<file path="src/rtl/dmem_bus_ctrl.sv">
// dmem_bus_ctrl: multi-cycle load/store sequencer onto a req/gnt/rvalid bus,
// with byte-lane generation, load extension, misalign and timeout detection.
module dmem_bus_ctrl #(
    parameter int TIMEOUT = 15
) (
    input  logic        clk,
    input  logic        rstn,
    input  logic [2:0]  mem_read,
    input  logic [1:0]  mem_write,
    input  logic [31:0] addr,
    input  logic [31:0] wdata,
    output logic        stall,
    output logic [31:0] load_data,
    output logic        misalign_err,
    output logic        timeout_err,
    output logic        bus_req,
    output logic        bus_we,
    output logic [31:0] bus_addr,
    output logic [3:0]  bus_be,
    output logic [31:0] bus_wdata,
    input  logic        bus_gnt,
    input  logic        bus_rvalid,
    input  logic [31:0] bus_rdata
);
    localparam int CW = $clog2(TIMEOUT + 1);
    typedef enum logic [2:0] {IDLE, REQ, WAIT, DONE, ERR} state_t;
    state_t        r_state, w_next;
    logic [CW-1:0] r_cnt;
    logic [1:0]    r_size, r_off;
    logic          r_uns, r_mis, r_we;
    logic [31:0]   r_addr, r_wdata, r_load;
    logic [3:0]    r_be;
    logic          w_st, w_ld, w_valid, w_uns, w_mis, w_to;
    logic [1:0]    w_size;
    logic [3:0]    w_be;
    logic [31:0]   w_wdata, w_ext;
    logic [7:0]    w_byte;
    logic [15:0]   w_half;

    // size encoding: 0 word, 1 half, 2 byte; a store overrides any load code
    assign w_st    = mem_write != 2'b00;
    assign w_ld    = mem_read >= 3'd1 && mem_read <= 3'd5;
    assign w_valid = w_st | w_ld;
    assign w_size  = w_st ? mem_write - 2'd1 : (mem_read == 3'd1 ? 2'd0 : mem_read <= 3'd3 ? 2'd1 : 2'd2);
    assign w_uns   = !w_st && (mem_read == 3'd3 || mem_read == 3'd5);
    assign w_mis   = (w_size == 2'd0 && addr[1:0] != 2'b00) || (w_size == 2'd1 && addr[0]);
    assign w_be    = w_size == 2'd0 ? 4'b1111 : w_size == 2'd1 ? (addr[1] ? 4'b1100 : 4'b0011) : 4'b0001 << addr[1:0];
    assign w_wdata = w_size == 2'd0 ? wdata : w_size == 2'd1 ? {2{wdata[15:0]}} : {4{wdata[7:0]}};
    assign w_to    = r_cnt == CW'(TIMEOUT);
    assign w_byte  = bus_rdata[{r_off, 3'b000} +: 8];
    assign w_half  = r_off[1] ? bus_rdata[31:16] : bus_rdata[15:0];
    assign w_ext   = r_size == 2'd0 ? bus_rdata :
                     r_size == 2'd1 ? {{16{~r_uns & w_half[15]}}, w_half} : {{24{~r_uns & w_byte[7]}}, w_byte};

    assign load_data = r_load;
    assign bus_we    = r_we;
    assign bus_addr  = r_addr;
    assign bus_be    = r_be;
    assign bus_wdata = r_wdata;

    always_ff @(posedge clk or negedge rstn) begin
        if (!rstn) r_state <= IDLE;
        else       r_state <= w_next;
    end

    always_comb begin
        w_next       = r_state;
        stall        = 1'b0;
        bus_req      = 1'b0;
        misalign_err = 1'b0;
        timeout_err  = 1'b0;
        case (r_state)
            IDLE: begin
                stall  = rstn & w_valid;
                w_next = w_valid ? (w_mis ? ERR : REQ) : IDLE;
            end
            REQ: begin
                stall   = 1'b1;
                bus_req = !w_to;
                w_next  = w_to ? ERR : bus_gnt ? (r_we ? DONE : WAIT) : REQ;
            end
            WAIT: begin
                stall  = 1'b1;
                w_next = w_to ? ERR : bus_rvalid ? DONE : WAIT;
            end
            DONE: w_next = IDLE;
            ERR: begin
                misalign_err = r_mis;
                timeout_err  = !r_mis;
                w_next       = IDLE;
            end
            default: w_next = IDLE;
        endcase
    end

    always_ff @(posedge clk or negedge rstn) begin
        if (!rstn) begin
            r_cnt   <= '0;
            r_size  <= 2'd0;
            r_off   <= 2'd0;
            r_uns   <= 1'b0;
            r_mis   <= 1'b0;
            r_we    <= 1'b0;
            r_addr  <= '0;
            r_be    <= '0;
            r_wdata <= '0;
            r_load  <= '0;
        end else begin
            r_cnt <= (r_state == REQ || r_state == WAIT) ? r_cnt + 1'b1 : '0;
            if (r_state == IDLE && w_valid) begin
                r_size  <= w_size;
                r_off   <= addr[1:0];
                r_uns   <= w_uns;
                r_mis   <= w_mis;
                r_we    <= w_st;
                r_addr  <= {addr[31:2], 2'b00};
                r_be    <= w_be;
                r_wdata <= w_st ? w_wdata : '0;
            end
            if (w_next == ERR)                         r_load <= '0;
            else if (r_state == WAIT && bus_rvalid)    r_load <= w_ext;
        end
    end
endmodule

</file>
<file path="config.mk">
export PLATFORM = sky130hd
export DESIGN_NAME = dmem_bus_ctrl
export DESIGN_NICKNAME = d
export VERILOG_FILES = /design/src/rtl/dmem_bus_ctrl.sv
export SDC_FILE = /design/constraint.sdc
export NUM_CORES = 1
export LEC_CHECK = 0
export CAP_MARGIN = 20
export CORE_ASPECT_RATIO = 1.5
export CORE_MARGIN = 1.5
export CORE_UTILIZATION = 30
export CTS_BUF_LIST = sky130_fd_sc_hd__clkbuf_8
export CTS_CLUSTER_SIZE = 40
export DETAILED_ROUTE_END_ITERATION = 7
export PLACE_DENSITY = 0.67
export SYNTH_ARGS = -nofsm -noshare
export SYNTH_HDL_FRONTEND = slang
export SYNTH_SLANG_ARGS = --single-unit
</file>
<file path="constraint.sdc">
create_clock -name clk -period 3.9 [get_ports clk]
set_clock_uncertainty 0.05 [all_clocks]
set_input_delay 1.17 -clock clk [delete_from_list [all_inputs] [get_ports clk]]
set_output_delay 1.17 -clock clk [all_outputs]
set_load 0.02 [all_outputs]
</file>
==> metrics.csv, run 1 <==
stage,metric,value,unit
run_status,status,finished clean,
pwr,switching_share,43.2,%
cts,clk_pin_slew,0.11,ns
routing,drt_iter0_drc,231,
cts,cts_buffer_depth,2,
floorplan,io_pins,210,
logic_synthesis,synth_edf_count,0,
timing,holdWs,0.418,ns
setup_path,worst_setup_path_end_kind,output pin,
flow_run,max_cap_violations,0,
cells_and_area,area_growth,47.1,%
grt,antenna_found_initial,0,
pwr,max-vdd-ir-drop,0.362,mV
pwr,cellLeakagePower,3.43,nW
logic_synthesis,synth.avg_cell_area,9.31,µm²
pwr,total_power,6.04,mW
logic_synthesis,yosys.area.top_type,dfrtp_1,
cells_and_area,drive_gt1_share,9.72,%
timing,tightest_slew,0.775,ns
setup_path,timing.rr.end,load_data[31],
grt,grtUsageTotal,18.1,%
routing,drcViolationCount,0,
cells_and_area,num-fill-cells,1737,
place,gp_congestion,0.800,
grt,grt_pass1_wl,27.1,mm
timing,max_freq,261,MHz
cells_and_area,n_antenna_cell,0,
setup_path,cp-endpoint,stall,
setup_path,max_stage_delay,0.44,ns
worst_hold_path,hold_path_class,flop to flop,
routing,wl_per_cell,17.2,µm
place,hpwlAfterDp,12.5,mm
pwr,clkPwrFrac,10.7,%
timing,fin_crit_sh,98.3,%
floorplan,start_util,30.4,%
cts,cts_tree,built,
logic_synthesis,synth_area_leaders,"dfrtp_1 52%, nand2_1 9.9%, nor2_1 3.4%",
setup_path,r2r_cells,5,
setup_path,critPathMostFrequentCell,nand2_1,
logic_synthesis,synth.distinct_cells,60,
timing,rsz0062_at_grt,false,
floorplan,die_area,0.0189,mm²
cells_and_area,final_nets,885,
pwr,sequentialPowerShare,34.1,%
grt,grt_start_max_net_pins,68,
logic_synthesis,yosysTopAreaCellShare,51.7,%
routing,drt_pass1_iterations,4,
setup_path,cp_max_fo,3,
routing,wl,17.2,mm
floorplan,die-width,113,µm
timing,setup_viol,0,
timing,setup_tns,0,ns
setup_path,crit_slowest_cell,clkdlybuf4s50_1,
logic_synthesis,syn_inst,582,
cts,insertion_delay,0.37,ns
timing,fin_crit,3.83,ns
pwr,power.switching,2.61,mW
place,postPlaceCellArea,0.00778,mm²
cts,ctsRootBufferMaster,clkbuf_8,
setup_path,path_buf_inv,2,
logic_synthesis,yosys_warnings,0,
routing,vias,4965,
logic_synthesis,synthFlopType,dfrtp_1,
cts,htree_num_levels,3,
setup_path,cp.depth,6,
pwr,p_per_area,758,mW/mm²
logic_synthesis,syn_area,0.00542,mm²
logic_synthesis,ys_seq_elements,112,
setup_path,worstSetupPathType,primary input to output pin,
cts,cts.sinks,112,
logic_synthesis,synth_commonest_cells,"143 x nand2_1, 112 x dfrtp_1, 49 x nor2_1",
timing,hold_violations,0,
floorplan,design.core.area,0.0178,mm²
floorplan,chipHeight,168,µm
grt,first_global_vias,5028,
routing,viasPerCell,4.97,
floorplan,rows,60,
pwr,intPower,3.43,mW
pwr,p_comb_share,55.2,%
setup_path,worst_ep_arrival_time,2.61,ns
setup_path,cp_data_required_time,2.68,ns
logic_synthesis,yosysSeqAreaShare,51.7,%
place,io_buffers,207,
logic_synthesis,yosysMostFrequentCell,nand2_1,
setup_path,cp_top_family,buffers and inverters,
setup_path,crit_path_start,mem_write[1],
cells_and_area,fin_area,0.00797,mm²
cts,cts_buffers,9,
routing,ant_nets,0,
setup_path,start_kind,primary input,
setup_path,worstReg2RegStart,r_off[1],
timing,slew_viol_final,0,
setup_path,r2r_slack,1.66,ns
logic_synthesis,async_flop_share,100,%
timing,max_slew_margin,48.3,%
setup_path,crit_chain,clkdlybuf4s50_1 -> or4_4 -> o221a_4 -> nand2_1 -> nand2_1 -> buf_6,
grt,grt-ovfl-total,0,
## worst min-delay path by stage
stage            startpoint      endpoint  slack (ns)  depth (start not counted)
2_1_floorplan      r_cnt[0]      r_cnt[0]        0.38                          1
3_3_place_gp   bus_addr[10]  bus_addr[10]        0.41                          2
5_1_grt            r_cnt[0]      r_cnt[0]        0.45                          1
6_report           r_cnt[0]      r_cnt[0]        0.42                          1
4_1_cts            r_cnt[0]      r_cnt[0]        0.42                          1
3_5_place_dp       r_cnt[0]      r_cnt[0]        0.41                          1
## cell usage in the layout, fill, tap and decap left out, types with 2 or more instances in the layout
| cell type | count |
|---|---|
| clkdlybuf4s50_1 | 202 |
| nand2_1 | 143 |
| dfrtp_1 | 112 |
| nor2_1 | 49 |
| o21ai_0 | 35 |
| nor3_1 | 33 |
| buf_4 | 22 |
| a21oi_1 | 19 |
| mux2i_1 | 15 |
| nor4_2 | 13 |
| mux2_2 | 13 |
| o22ai_1 | 9 |
| clkbuf_8 | 9 |
| a22o_1 | 8 |
| nand3_1 | 7 |
| nor2b_1 | 6 |
| inv_1 | 5 |
| a31oi_1 | 5 |
| nand2b_1 | 4 |
| or3_1 | 4 |
| nor3b_1 | 3 |
| nor4_1 | 3 |
| a221oi_1 | 3 |
| or4_1 | 3 |
| or2_2 | 2 |
| o21a_1 | 2 |
| xor2_1 | 2 |
| nand3b_1 | 2 |
| and2_1 | 2 |
| a32oi_1 | 2 |
| o311ai_0 | 2 |
| o22a_1 | 2 |
| conb_1 | 2 |
| clkinv_4 | 2 |
| clkinvlp_4 | 2 |
| dlymetal6s2s_1 | 2 |
| buf_6 | 2 |
## power groups by stage
stage	clock network, mW	registers [mW]	logic [mW]
floorplan	0	2.55	1.32
global placement	0	2.07	3.31
detailed placement	0	2.07	3.36
CTS	0.672	2.06	3.37
global route	0.720	2.14	3.60
finish	0.646	2.06	3.33
## area by class of cell
class / instances / area, µm² / share of cell area [%]
Clock buffer: 9 / 124 / 1.55
Clock inverter: 5 / 43.8 / 0.550
Inverter: 5 / 18.8 / 0.236
Multi-Input combinational cell: 421 / 2440 / 30.7
Sequential cell: 112 / 2800 / 35.2
Tap cell: 217 / 272 / 3.41
Timing Repair Buffer: 230 / 2260 / 28.4
## routing by layer
metal	up-vias	GRT usage, %	wire [µm]
li1	2404	-	-
met1	2358	22.7	7100
met2	182	31.0	8630
met3	21	4.20	1100
met4	0	5.34	335
met5	-	0	0
## state kept, by name, summed over array words and instances (netlist names)
name,flops
bus_addr,30
r_mis,1
r_uns,1
r_state,3
r_cnt,4
bus_we,1
r_size,2
bus_be,4
bus_wdata,32
load_data,32
r_off,2
## cells by family (layout without fill, tap and decap cells)
group	count (synthesis)	after routing	synth area share, %
fa+ha+maj	1	1	0.231
buf+inv	50	249	3.90
xor+xnor	3	3	0.485
simple gates	282	282	24.9
other cells	1	2	0.0692
mux	29	29	5.89
compound gates	104	104	12.8
flops	112	112	51.7
## per-stage QoR
stage | util (%) | std cells | setup slack [ns]
2_1_floorplan | - | 583 | 0.0284
3_3_place_gp | 43.7 | 985 | -0.443
3_5_place_dp | 43.7 | 985 | -0.452
4_1_cts | 44.7 | 999 | 0.00823
5_1_grt | 44.8 | 999 | 0.0109
6_report | 44.8 | 999 | 0.0681
## timing repair
item,4_1_cts,5_1_grt
endpoints found under the setup margin,1,1
resized for setup,8,3
pin swaps,2,1
buffers inserted,0,0
hold buffers,0,0
Note: power is estimated with default switching activity, not from simulation.
==> run 2: changes to the inputs <==
- CAP_MARGIN: 20 -> unset
==> results of run 2 <==
Same layout as run 1: the final DEF is identical, and so are final timing and power.
==> RTL change: new RTL, settings of run 1 <==
Set the parameter `TIMEOUT` to 17 (it was 15).
--- a/src/rtl/dmem_bus_ctrl.sv
+++ b/src/rtl/dmem_bus_ctrl.sv
@@ -1,7 +1,7 @@
 // dmem_bus_ctrl: multi-cycle load/store sequencer onto a req/gnt/rvalid bus,
 // with byte-lane generation, load extension, misalign and timeout detection.
 module dmem_bus_ctrl #(
-    parameter int TIMEOUT = 15
+    parameter int TIMEOUT = 17
 ) (
     input  logic        clk,
     input  logic        rstn,
Check against the original RTL: no difference found for any inputs over 4 cycles, from zero or initial values and one cycle with rstn low; that may be too few to reach the edited logic, so the function may still have changed.
==> RTL change against run 1 <==
Fmax is 1.5% higher. Routed wire length is 3.8% lower. Worst hold slack gained 0.0046 ns. Register-to-register slack improved by 0.12 ns. Worst setup slack improved by 0.055 ns. Area after synthesis down 1.9%. Design area up 0.71%. Total power grew 3.9%. Sequential cell count up 1. Final cell count fell by 0.80%. Critical path type unchanged. Highest routed layer unchanged.
==> RTL change: results (changes against run 1) <==
layout cell share with drive strength beyond 1 11.8% (+2.1 points); GRT Util Overall 18.0% (-0.12 points); register area 2830 µm² (+0.89%); drt pass-1 iters 4 (unchanged); Avg Cell Area, Syn 9.60 µm² (+3.2%); R2R setup slack 1.78 ns (+0.12 ns); RePlAce Congestion 0.825 (+3.1%); WL/cell 16.7 µm (-3.0%); Leak 0.00351 µW (+2.4%); worst hold start bus_addr[5]; final-stage net count 872 (-1.5%); fin cells 991 (-0.80%); Post-synth top cells nand2_1, dfrtp_1, o21ai_0; hpwl dp 11.8 mm (-5.7%); Hold Path Class register to register; Fill cells 1711 (-1.5%); hold path endpoint bus_addr[5]; Placed Area 7620 µm² (-2.0%); Synth async-reset ratio 100% (unchanged); Via Count 4771 (-3.9%); Synth cell types 51 (-15%); starting DRC count in detailed routing 280 (+21%); total CTS buffers 17 (+8); status completed; Post-synth top flop dfrtp_1; clk_lat worst skew 0.42 ns (+0.05 ns); Max IR drop VDD 0.353 mV (-2.5%); Reg clk slew, reported paths 0.07 ns (-0.04 ns); initial antenna violation count 0 (unchanged); Hold WS 0.422 ns (+0.00464 ns); post-synthesis mux area share 7.44% (+1.6 points); DP Worst Slack -0.281 ns (+0.171 ns); post-synthesis xor/xnor area fraction 0.824% (+0.34 points); most frequent cell after synthesis nand2_1; FF-to-FF path depth 4 (-1); ant diodes 0 (unchanged); PortBufs 207 (unchanged); Worst R2R End load_data[15]; post-synthesis adder-cell area fraction 0.471% (+0.24 points); clk root buf clkbuf_8; post-synthesis compound-gate area fraction 14.2% (+1.4 points); first-pass GRT wire length 26.5 mm (-2.4%); H-tree depth 4 (+1); register area share after synthesis 53.2% (+1.5 points); Max-Slew Margin vs Limit 38.4% (-9.9 points); Reg2Reg Launch Point r_off[1]; Critical Path AT 2.56 ns (-0.05 ns); placed cells 959 (-2.6%); Synth area leaders dfrtp_1, nand2_1, mux2_2, mux2i_1, o21ai_0; clock buffer depth 2 (unchanged); largest net degree at the start of global routing 71 (+4.4%); total net switching power 2590 µW (-0.51%); Synth warnings 0 (unchanged); worst-path fanout max 2 (-1); Hold Path Stages 2 (+1)
[RTL change: kinds of logic (layout without fill, tap and decap cells)]
kind of cell    after synthesis  in the layout
compound gates              115            115
other cells                   1              2
xor+xnor                      5              5
fa+ha+maj                     2              2
buf+inv                      45            269
flops                       113            113
mux                          36             36
simple gates                236            236
[RTL change: how the worst max path moves through the flow]
stage                  from     to  slack, ns  cells past startpoint
3_3_place_gp    mem_read[1]  stall      -0.28                      6
2_1_floorplan  mem_write[0]  stall       0.37                      7
4_1_cts         mem_read[1]  stall       0.01                      6
3_5_place_dp    mem_read[1]  stall      -0.28                      6
5_1_grt         mem_read[1]  stall       0.08                      6
6_report        mem_read[1]  stall       0.12                      6
[RTL change: cell type report]
| cell class | count | share of cell area (%) |
|---|---|---|
| clock buffers | 18 | 3.09 |
| clock inverters | 14 | 1.96 |
| inverters | 8 | 0.374 |
| multi-input cells | 396 | 28.2 |
| flip-flops and latches | 113 | 35.2 |
| well taps | 213 | 3.32 |
| repair buffers | 229 | 27.8 |
[RTL change: metrics by stage]
stage | total power [µW] | TNS, ns
after floorplan | 3750 | 0
after global placement | 5180 | -0.281
after detailed placement | 5220 | -0.281
after CTS | 6370 | 0
after global routing | 6710 | 0
final | 6280 | 0
[RTL change: what timing repair did]
action | CTS | global route
setup endpoints to repair | 1 | 1
setup buffers | 0 | 0
pin swaps | 0 | 0
hold buffers | 0 | 0
gates resized for setup | 3 | 1
[RTL change: per-layer routing]
layer	wire length, µm	part of all wire, %	track usage, %
met5	0	0	0
met4	342	2.1	6.22
met3	946	5.7	4.53
met2	8220	50	29.9
met1	7010	42	22.7
[RTL change: worst max-delay path, stage by stage]
cell and delay (ns):
clkdlybuf4s50_1 0.44, or3_1 0.39, o211a_2 0.28, nand2_1 0.07, nand2_1 0.04, buf_2 0.16
[RTL change: power by group through the flow]
stage / clock network [µW] / registers, µW / logic [µW]
2_1_floorplan: 0 / 2510 / 1250
3_3_place_gp: 0 / 2020 / 3160
3_5_place_dp: 0 / 2030 / 3190
4_1_cts: 1170 / 2020 / 3190
5_1_grt: 1220 / 2090 / 3400
6_report: 1130 / 2010 / 3130
